<file path="config.mk">
export PLATFORM = sky130hd
export DESIGN_NAME = matmul_stream_ctrl
export DESIGN_NICKNAME = d
export VERILOG_FILES = /design/src/rtl/matmul_pkg.sv /design/src/rtl/matmul_stream_ctrl.sv
export SDC_FILE = /design/constraint.sdc
export NUM_CORES = 1
export LEC_CHECK = 0
export ABC_CLOCK_PERIOD_IN_PS = 10200
export BUFFER_PORTS_ARGS = -buffer_cell sky130_fd_sc_hd__buf_4
export CAP_MARGIN = 20
export CORE_MARGIN = 2
export CORE_UTILIZATION = 57
export DETAILED_ROUTE_END_ITERATION = 10
export PLACE_DENSITY = 0.83
export SLEW_MARGIN = 20
export SYNTH_ARGS = -nofsm -noshare
export SYNTH_HDL_FRONTEND = slang
export SYNTH_SLANG_ARGS = --single-unit
</file>
<file path="constraint.sdc">
create_clock -name clk -period 10.2 [get_ports clk]
set_input_delay 3.06 -clock clk [delete_from_list [all_inputs] [get_ports clk]]
set_output_delay 3.06 -clock clk [all_outputs]
set_load 0.005 [all_outputs]
</file>
<file path="src/rtl/matmul_pkg.sv">
// Shared types and constants for the matmul stream controller.
package matmul_pkg;

  // Default configuration of the matmul core this controller serves.
  localparam int MM_N     = 2;
  localparam int MM_WIDTH = 8;
  localparam int NELEM    = MM_N * MM_N;
  localparam int FRAME    = 2 * NELEM;

  // Core pipeline depth: multiplier stages plus one adder stage set per tree level.
  localparam int MULT_LAT = 3;
  localparam int ADD_LAT  = 2;

  typedef logic signed [MM_WIDTH-1:0] elem_t;

  typedef enum logic [1:0] {
    S_LOAD  = 2'd0,
    S_WAIT  = 2'd1,
    S_DRAIN = 2'd2
  } state_e;

  // Total core latency from operand change to valid result.
  function automatic int calc_mm_latency(input int mult_lat, input int add_lat, input int n);
    return mult_lat + add_lat * $clog2(n);
  endfunction

endpackage

</file>
<file path="src/rtl/matmul_stream_ctrl.sv">
// Stream front/back end for the N x N matmul core: packs A/B from an input
// stream, waits out the core latency, then serialises C to an output stream.
module matmul_stream_ctrl
  import matmul_pkg::*;
#(
  parameter int N          = MM_N,
  parameter int WIDTH      = MM_WIDTH,
  parameter int MM_LATENCY = calc_mm_latency(MULT_LAT, ADD_LAT, MM_N)
) (
  input  logic                   clk,
  input  logic                   rst,
  input  logic                   s_valid,
  output logic                   s_ready,
  input  logic [WIDTH-1:0]       s_data,
  input  logic                   s_last,
  output logic                   m_valid,
  input  logic                   m_ready,
  output logic [WIDTH-1:0]       m_data,
  output logic                   m_last,
  output logic [N*N*WIDTH-1:0]   mm_a_flat,
  output logic [N*N*WIDTH-1:0]   mm_b_flat,
  input  logic [N*N*WIDTH-1:0]   mm_c_flat,
  output logic                   busy,
  output logic                   frame_err
);

  localparam int NEL    = N * N;
  localparam int FRM    = 2 * N * N;
  localparam int IDX_W  = $clog2(FRM);
  localparam int OCNT_W = $clog2(NEL);
  localparam int WCNT_W = $clog2(MM_LATENCY + 1);

  localparam logic [IDX_W-1:0]  IDX_LAST  = IDX_W'(FRM - 1);
  localparam logic [OCNT_W-1:0] OCNT_LAST = OCNT_W'(NEL - 1);
  localparam logic [WCNT_W-1:0] WCNT_LAST = WCNT_W'(MM_LATENCY);

  state_e              state_q, state_d;
  logic [IDX_W-1:0]    idx_q, idx_d;
  logic [WCNT_W-1:0]   wcnt_q, wcnt_d;
  logic [OCNT_W-1:0]   ocnt_q, ocnt_d;
  logic                frame_err_q, frame_err_d;
  logic [N*N*WIDTH-1:0] a_flat_q, b_flat_q, result_q;

  logic accept;
  logic capture;

  assign accept  = (state_q == S_LOAD) && s_valid;
  assign capture = (state_q == S_WAIT) && (wcnt_q == WCNT_LAST);

  // Next-state logic for the frame FSM, counters and sticky framing flag.
  always_comb begin
    state_d     = state_q;
    idx_d       = idx_q;
    wcnt_d      = wcnt_q;
    ocnt_d      = ocnt_q;
    frame_err_d = frame_err_q;
    case (state_q)
      S_LOAD: begin
        if (s_valid) begin
          // idx alone defines framing; s_last is only cross-checked.
          if (s_last != (idx_q == IDX_LAST)) frame_err_d = 1'b1;
          if (idx_q == IDX_LAST) begin
            idx_d   = '0;
            state_d = S_WAIT;
          end else begin
            idx_d = idx_q + IDX_W'(1);
          end
        end
      end
      S_WAIT: begin
        if (wcnt_q == WCNT_LAST) begin
          wcnt_d  = '0;
          state_d = S_DRAIN;
        end else begin
          wcnt_d = wcnt_q + WCNT_W'(1);
        end
      end
      S_DRAIN: begin
        if (m_ready) begin
          if (ocnt_q == OCNT_LAST) begin
            ocnt_d  = '0;
            state_d = S_LOAD;
          end else begin
            ocnt_d = ocnt_q + OCNT_W'(1);
          end
        end
      end
      default: state_d = S_LOAD;
    endcase
  end

  // Control state registers.
  always_ff @(posedge clk or posedge rst) begin
    if (rst) begin
      state_q     <= S_LOAD;
      idx_q       <= '0;
      wcnt_q      <= '0;
      ocnt_q      <= '0;
      frame_err_q <= 1'b0;
    end else begin
      state_q     <= state_d;
      idx_q       <= idx_d;
      wcnt_q      <= wcnt_d;
      ocnt_q      <= ocnt_d;
      frame_err_q <= frame_err_d;
    end
  end

  // Operand slots fill only in LOAD, so the core sees stable inputs afterwards;
  // the result is sampled once the core pipeline has flushed.
  always_ff @(posedge clk or posedge rst) begin
    if (rst) begin
      a_flat_q <= '0;
      b_flat_q <= '0;
      result_q <= '0;
    end else begin
      if (accept) begin
        if (int'(idx_q) < NEL) a_flat_q[int'(idx_q)*WIDTH +: WIDTH] <= s_data;
        else                   b_flat_q[(int'(idx_q)-NEL)*WIDTH +: WIDTH] <= s_data;
      end
      if (capture) result_q <= mm_c_flat;
    end
  end

  assign s_ready   = (state_q == S_LOAD);
  assign m_valid   = (state_q == S_DRAIN);
  assign m_data    = m_valid ? result_q[int'(ocnt_q)*WIDTH +: WIDTH] : '0;
  assign m_last    = m_valid && (ocnt_q == OCNT_LAST);
  assign busy      = (state_q != S_LOAD);
  assign frame_err = frame_err_q;
  assign mm_a_flat = a_flat_q;
  assign mm_b_flat = b_flat_q;

endmodule

</file>
==> results of run 1 <==
metrics by stage:
step	area [um2]	util [%]	worst slack (ns)	power [mW]	instances
after floorplan	4762	-	4.323	1.088	315
after detailed placement	5746	70.28	5.085	1.354	533
after CTS	5971	73.03	5.116	1.640	549
after global routing	5977	73.11	4.999	1.731	549
final	5977	73.11	5.168	1.629	549
after global placement	5746	70.28	5.195	1.316	533
placed cells by master (no fill, tap or decap), types with 4 or more instances in the layout:
| cell | Yosys | layout |
|---|---|---|
| ha_1 | 7 | 7 |
| and2_1 | 9 | 9 |
| and2b_1 | 4 | 4 |
| dfrtp_1 | 107 | 107 |
| o21ai_0 | 4 | 4 |
| inv_1 | 6 | 5 |
| mux2_1 | 4 | 4 |
| mux2_2 | 94 | 94 |
| mux4_2 | 8 | 8 |
| buf_4 | 1 | 123 |
| nor2b_1 | 23 | 23 |
| clkbuf_8 | 0 | 10 |
| nand2_1 | 4 | 4 |
cells by family after synthesis:
family	count (synthesis)	share of synthesized area, %
flip-flops	107	56.23
AO/OA/AOI/OAI	9	1.314
buffers and inverters	16	2.023
XOR/XNOR	2	0.3679
adder cells (fa/ha/maj)	7	1.839
AND/OR/NAND/NOR	68	11.27
multiplexers	106	26.96
state kept, by name (all words and copies together), names as in the netlist:
signal,flops
state_q,2
ocnt_q,2
mm_b_flat,32
mm_a_flat,32
frame_err,1
result_q,32
idx_q,3
wcnt_q,3
worst max-delay path: stages, from the launching register on:
cell and delay, ns:
dfrtp_1 0.74, mux4_2 0.57, and2_1 0.17, buf_4 0.13
worst paths after layout:
| path | to | start | slack [ns] |
|---|---|---|---|
| worst min register to register | frame_err$_DFFE_PP0P_ | frame_err$_DFFE_PP0P_ | 0.50 |
| worst min-delay path | frame_err$_DFFE_PP0P_ | frame_err$_DFFE_PP0P_ | 0.50 |
| min in group asynchronous | result_q[0]$_DFFE_PP0P_ | rst | 2.75 |
| max in group asynchronous | ocnt_q[0]$_DFFE_PP0P_ | rst | 6.27 |
| worst max-delay path | m_data[0] | ocnt_q[0]$_DFFE_PP0P_ | 5.17 |
| worst max register to register | mm_a_flat[21]$_DFFE_PP0P_ | idx_q[0]$_DFFE_PP0P_ | 7.59 |
cell type report:
cell class	instances	share of cell area, %
clock buffer	11	2.366
clock inverter	5	1.403
inverter	6	0.4187
multi-input combinational	192	33.37
sequential	107	44.80
tap	105	2.198
timing repair buffer	123	15.45
layer usage:
layer	vias to the layer above	track usage [%]	wire (um)
met4	0	9.643	174
met2	67	37.03	5037
met3	14	4.348	429
met1	1543	31.59	4281
li1	1378	-	-
met5	-	0	0
power breakdown:
part / internal (mW) / switching, mW
combinational: 0.373 / 0.252
sequential: 0.588 / 0.128
clock: 0.146 / 0.142
total: 1.11 / 0.521
==> results.sh, run 1 <==
export IMPL_min_path_cells=1
export IMPL_ys_ff_latch=107
export IMPL_tightest_slew_ns=0.8382
export IMPL_post_cts_repair_setup_buffers=0
export IMPL_floorplan_initialDensity_pct=58.25
export IMPL_cts_htree_levels=3
export IMPL_hold_violations=0
export IMPL_holdBufCountCts=0
export IMPL_drt_wl_total_um=9922
export IMPL_core_um2=8175
export IMPL_path_class="flop to output port"
export IMPL_final_setup_tns_ns=0
export IMPL_grt_use_total_pct=23.20
export IMPL_synthArstFlopShare_pct=100.0
export IMPL_p_leak_nw=3.013
export IMPL_fin_hold_ws_ns=0.4982
export IMPL_die_w_um=95.40
export IMPL_arrival_ns=1.97
export IMPL_yosysSeqAreaShare_pct=56.23
export IMPL_cts_tree="done"
export IMPL_hp_class="flop to flop"
export IMPL_antenna_found_initial=0
export IMPL_drv_cap=0
export IMPL_grt_pass1_wl_um=15680
export IMPL_worstPathMaxFanout=11
export IMPL_rsz0062_at_grt="false"
export IMPL_synth_edf_count=0
export IMPL_cts_resized_gates=0
export IMPL_synth_area_leaders="dfrtp_1 (56%), mux2_2 (22%), mux4_2 (3.8%), nor2b_1 (3.0%), ha_1 (1.8%)"
export IMPL_std_cell_rows=33
export IMPL_cp_end_kind="output port"
export IMPL_syn_area_um2=4762
export IMPL_drive_gt1_share_pct=57.43
export IMPL_start_kind="flop"
export IMPL_fmax_ghz=0.1987
export IMPL_clockBufferDepth=2
export IMPL_synth_nets=367
export IMPL_area_growth_pct=25.51
export IMPL_yosysTopAreaCell="dfrtp_1"
export IMPL_num_io_pins=122
export IMPL_final_nets=491
export IMPL_syn_area_per_cell_um2=15.12
export IMPL_p_per_area_nw_per_um2=272.6
export IMPL_numPortBuffers=121
export IMPL_cts_sinks=107
export IMPL_antenna_left=0
export IMPL_slew_violations=0
export IMPL_grt_overflow=0
export IMPL_drtIter0Drc=109
export IMPL_ys_types=40
export IMPL_status="complete, no violations"
export IMPL_synth_cells=315
export IMPL_skew_ns=0.01282
export IMPL_ys_flop_type="dfrtp_1"
export IMPL_antennaDiodeCount=0
export IMPL_die_h_um=95.40
export IMPL_clockRootBuffer="clkbuf_8"
export IMPL_nFillCells=567
export IMPL_clkLatencyLatePin_ns=0.37
export IMPL_synth_most_common_cell="dfrtp_1"
export IMPL_ir_drop_mv=0.1397
export IMPL_ff2ff_path_depth=6
export IMPL_netlist_top_cells_count="dfrtp_1 (107), mux2_2 (94), nor2b_1 (23), and2_1 (9), mux4_2 (8)"
export IMPL_cts_clk_slew_worst_paths_ns=0.09
export IMPL_final_seq_area_um2=2678
export IMPL_detail_route_wl_per_cell_um=18.07
export IMPL_grt_pass1_vias=3075
export IMPL_setup_viol=0
export IMPL_dr_pass1_iters=4
export IMPL_cp_data_required_time_ns=7.14
export IMPL_synth_top_area_share_pct=56.23
export IMPL_maxSlewHeadroom_pct=44.01
export IMPL_cts_buffers=9
export IMPL_vias_per_cell=5.468
export IMPL_period_share_pct=49.33
export IMPL_fin_crit_ns=5.032
export IMPL_hpwlAfterDp_um=7121
export IMPL_grt_start_max_net_pins=64
export IMPL_multi_input_area_um2=1994
export IMPL_drcViolationCount=0
export IMPL_die_area_um2=9101
export IMPL_via_count=3002
export IMPL_gp_congestion=0.7664
export IMPL_yosysWarningCount=0
No activity file was read; power rests on OpenSTA's default activity.
==> run 2, diff against run 1 <==
Settings changed: ABC_AREA from default to 1, ABC_CLOCK_PERIOD_IN_PS 10200 to 4500, CORE_UTILIZATION 57 to 49, PLACE_DENSITY 0.83 to 0.75.
Clock period 10.2 ns to 4.5 ns, I/O delays scaled along.
==> results.sh, run 2 <==
export IMPL_core_um2=10230
export IMPL_final_setup_tns_ns=0
export IMPL_fin_hold_ws_ns=0.4803
export IMPL_start_kind="flop"
export IMPL_grt_pass1_wl_um=20240
export IMPL_ir_drop_mv=0.3159
export IMPL_cts_sinks=107
export IMPL_detail_route_wl_per_cell_um=14.44
export IMPL_die_area_um2=11290
export IMPL_vias_per_cell=5.306
export IMPL_hold_violations=0
export IMPL_final_nets=779
export IMPL_final_common_cell="nand2_1"
export IMPL_fin_crit_ns=3.266
export IMPL_numPortBuffers=121
export IMPL_ys_flop_type="dfrtp_1"
export IMPL_cts_resized_gates=0
export IMPL_path_class="flop to flop"
export IMPL_drtIter0Drc=241
export IMPL_grt_use_total_pct=22.62
export IMPL_synthArstFlopShare_pct=100.0
export IMPL_ff2ff_setup_slack_ns=1.23
export IMPL_clockRootBuffer="clkbuf_8"
export IMPL_drv_cap=0
export IMPL_syn_area_per_cell_um2=8.289
export IMPL_floorplan_initialDensity_pct=50.07
export IMPL_synth_most_common_cell="nand2_1"
export IMPL_via_count=4595
export IMPL_synth_compound_area_share_pct=5.838
export IMPL_dr_pass1_iters=7
export IMPL_cts_tree="done"
export IMPL_arrival_ns=3.52
export IMPL_area_growth_pct=23.40
export IMPL_synthAdderAreaFrac_pct=1.710
export IMPL_slew_violations=0
export IMPL_setup_viol=0
export IMPL_antenna_left=0
export IMPL_ys_ff_latch=107
export IMPL_ys_types=29
export IMPL_synth_top_area_share_pct=52.27
export IMPL_syn_area_um2=5122
export IMPL_synth_nets=670
export IMPL_hpwlAfterDp_um=9153
export IMPL_fmax_ghz=0.3062
export IMPL_placed_cell_area_um2=6082
export IMPL_hp_class="flop to flop"
export IMPL_synth_edf_count=0
export IMPL_holdBufCountCts=0
export IMPL_status="complete, no violations"
export IMPL_rsz0062_at_grt="false"
export IMPL_netlist_top_cells_count="nand2_1 (193), dfrtp_1 (107), nand3_1 (69), nor2_1 (66), nand4_1 (33)"
export IMPL_num_io_pins=122
export IMPL_synth_xor_area_share_pct=0.1710
export IMPL_synth_top_family_by_area="simple AND/OR/NAND/NOR gates"
export IMPL_die_w_um=106.2
export IMPL_synth_simple_area_share_pct=34.81
export IMPL_grt_pass1_vias=4207
export IMPL_antennaDiodeCount=0
export IMPL_yosysWarningCount=0
export IMPL_p_per_area_nw_per_um2=614.6
export IMPL_clockBufferDepth=2
export IMPL_die_h_um=106.2
export IMPL_drt_wl_total_um=12500
export IMPL_std_cell_rows=37
export IMPL_p_leak_nw=3.297
export IMPL_period_share_pct=72.57
export IMPL_cts_buffers=9
export IMPL_synth_area_leaders="dfrtp_1 (52%), nand2_1 (14%), nand3_1 (6.7%), nor2_1 (4.8%), nand4_1 (4.0%)"
export IMPL_skew_ns=0.01418
export IMPL_drcViolationCount=0
export IMPL_gp_congestion=0.9786
export IMPL_final_cell_area_um2=6321
export IMPL_antenna_found_initial=0
export IMPL_grt_overflow=0
export IMPL_maxSlewHeadroom_pct=39.34
export IMPL_cts_clk_slew_worst_paths_ns=0.10
export IMPL_grt_start_max_net_pins=93
export IMPL_drive_gt1_share_pct=23.15
export IMPL_clkLatencyLatePin_ns=0.36
export IMPL_tightest_slew_ns=0.9098
export IMPL_cts_htree_levels=3
export IMPL_worstPathMaxFanout=30
export IMPL_yosysTopAreaCell="dfrtp_1"
export IMPL_final_cell_mix="nand2_1 (193), buf_4 (124), dfrtp_1 (107)"
export IMPL_yosysSeqAreaShare_pct=52.27
export IMPL_cp_end_kind="flop"
export IMPL_synth_cells=618
export IMPL_post_cts_repair_setup_buffers=0
export IMPL_cp_data_required_time_ns=4.76
export IMPL_muxShareOfSynthArea_pct=0
-- run 2: changes by cell type after synthesis, sizes merged, moves of 23 or more --
cell   previous run  this run
nand2             5       201
nand4             3        34
nand3             1        72
nor2              2        77
o21ai             4        44
mux2             98         0
nor2b            23         0
-- run 2: area by class of cell --
type | instances | area (um2)
Sequential cell | 107 | 2678
Clock inverter | 4 | 98.84
Multi-Input combinational cell | 453 | 2178
Fill cell | 883 | 3910
Inverter | 32 | 127.6
Timing Repair Buffer | 124 | 930.9
Clock buffer | 10 | 137.6
Tap cell | 136 | 170.2
-- run 2: path summary, 6_finish.rpt --
kind | start | to | cells past startpoint
worst max-delay path | idx_q[0]$_DFFE_PP0P_ | mm_a_flat[26]$_DFFE_PP0P_ | 8
worst min-delay path | mm_a_flat[18]$_DFFE_PP0P_ | mm_a_flat[18]$_DFFE_PP0P_ | 2
worst max register to register | idx_q[0]$_DFFE_PP0P_ | mm_a_flat[26]$_DFFE_PP0P_ | 8
worst min register to register | mm_a_flat[18]$_DFFE_PP0P_ | mm_a_flat[18]$_DFFE_PP0P_ | 2
max in group asynchronous | rst | mm_a_flat[10]$_DFFE_PP0P_ | 3
min in group asynchronous | rst | result_q[19]$_DFFE_PP0P_ | 2
-- run 2: cells by family after synthesis --
group           count (synthesis)
compound gates                 59
simple gates                  386
xor+xnor                        1
fa+ha+maj                       7
buf+inv                        58
flops                         107
-- run 2: power breakdown --
part	switching [mW]	leakage [nW]	internal, mW
clock network	0.313	0.119	0.381
logic	1.07	1.83	0.573
registers	0.276	1.35	1.27
-- run 2: worst max-delay path, stage by stage, from the launching register on --
cell and delay, ns:
dfrtp_1 0.95, inv_1 0.32, ha_1 0.68, inv_2 0.37, nand3_1 0.15, nor2_2 0.35
nand2_2 0.18, nand2_1 0.11, nand2_1 0.06
-- run 2: through the flow --
| step | std cells | power (mW) | worst slack, ns | utilization [%] |
|---|---|---|---|---|
| 5_1_grt | 866 | 4.184 | 0.8854 | 61.78 |
| 2_1_floorplan | 618 | 2.664 | 0.3328 | - |
| 3_3_place_gp | 852 | 3.155 | 1.399 | 59.45 |
| 6_report | 866 | 3.885 | 1.234 | 61.78 |
| 4_1_cts | 866 | 3.886 | 1.284 | 61.76 |
| 3_5_place_dp | 852 | 3.198 | 1.291 | 59.45 |
-- run 2: per-layer routing --
layer  vias up  wire [um]  track usage [%]
li1       2243          -                -
met1      2139       5548            32.32
met2       188       5771            35.07
met3        25        945            4.108
met4         0        236            7.425
met5         -          0                0
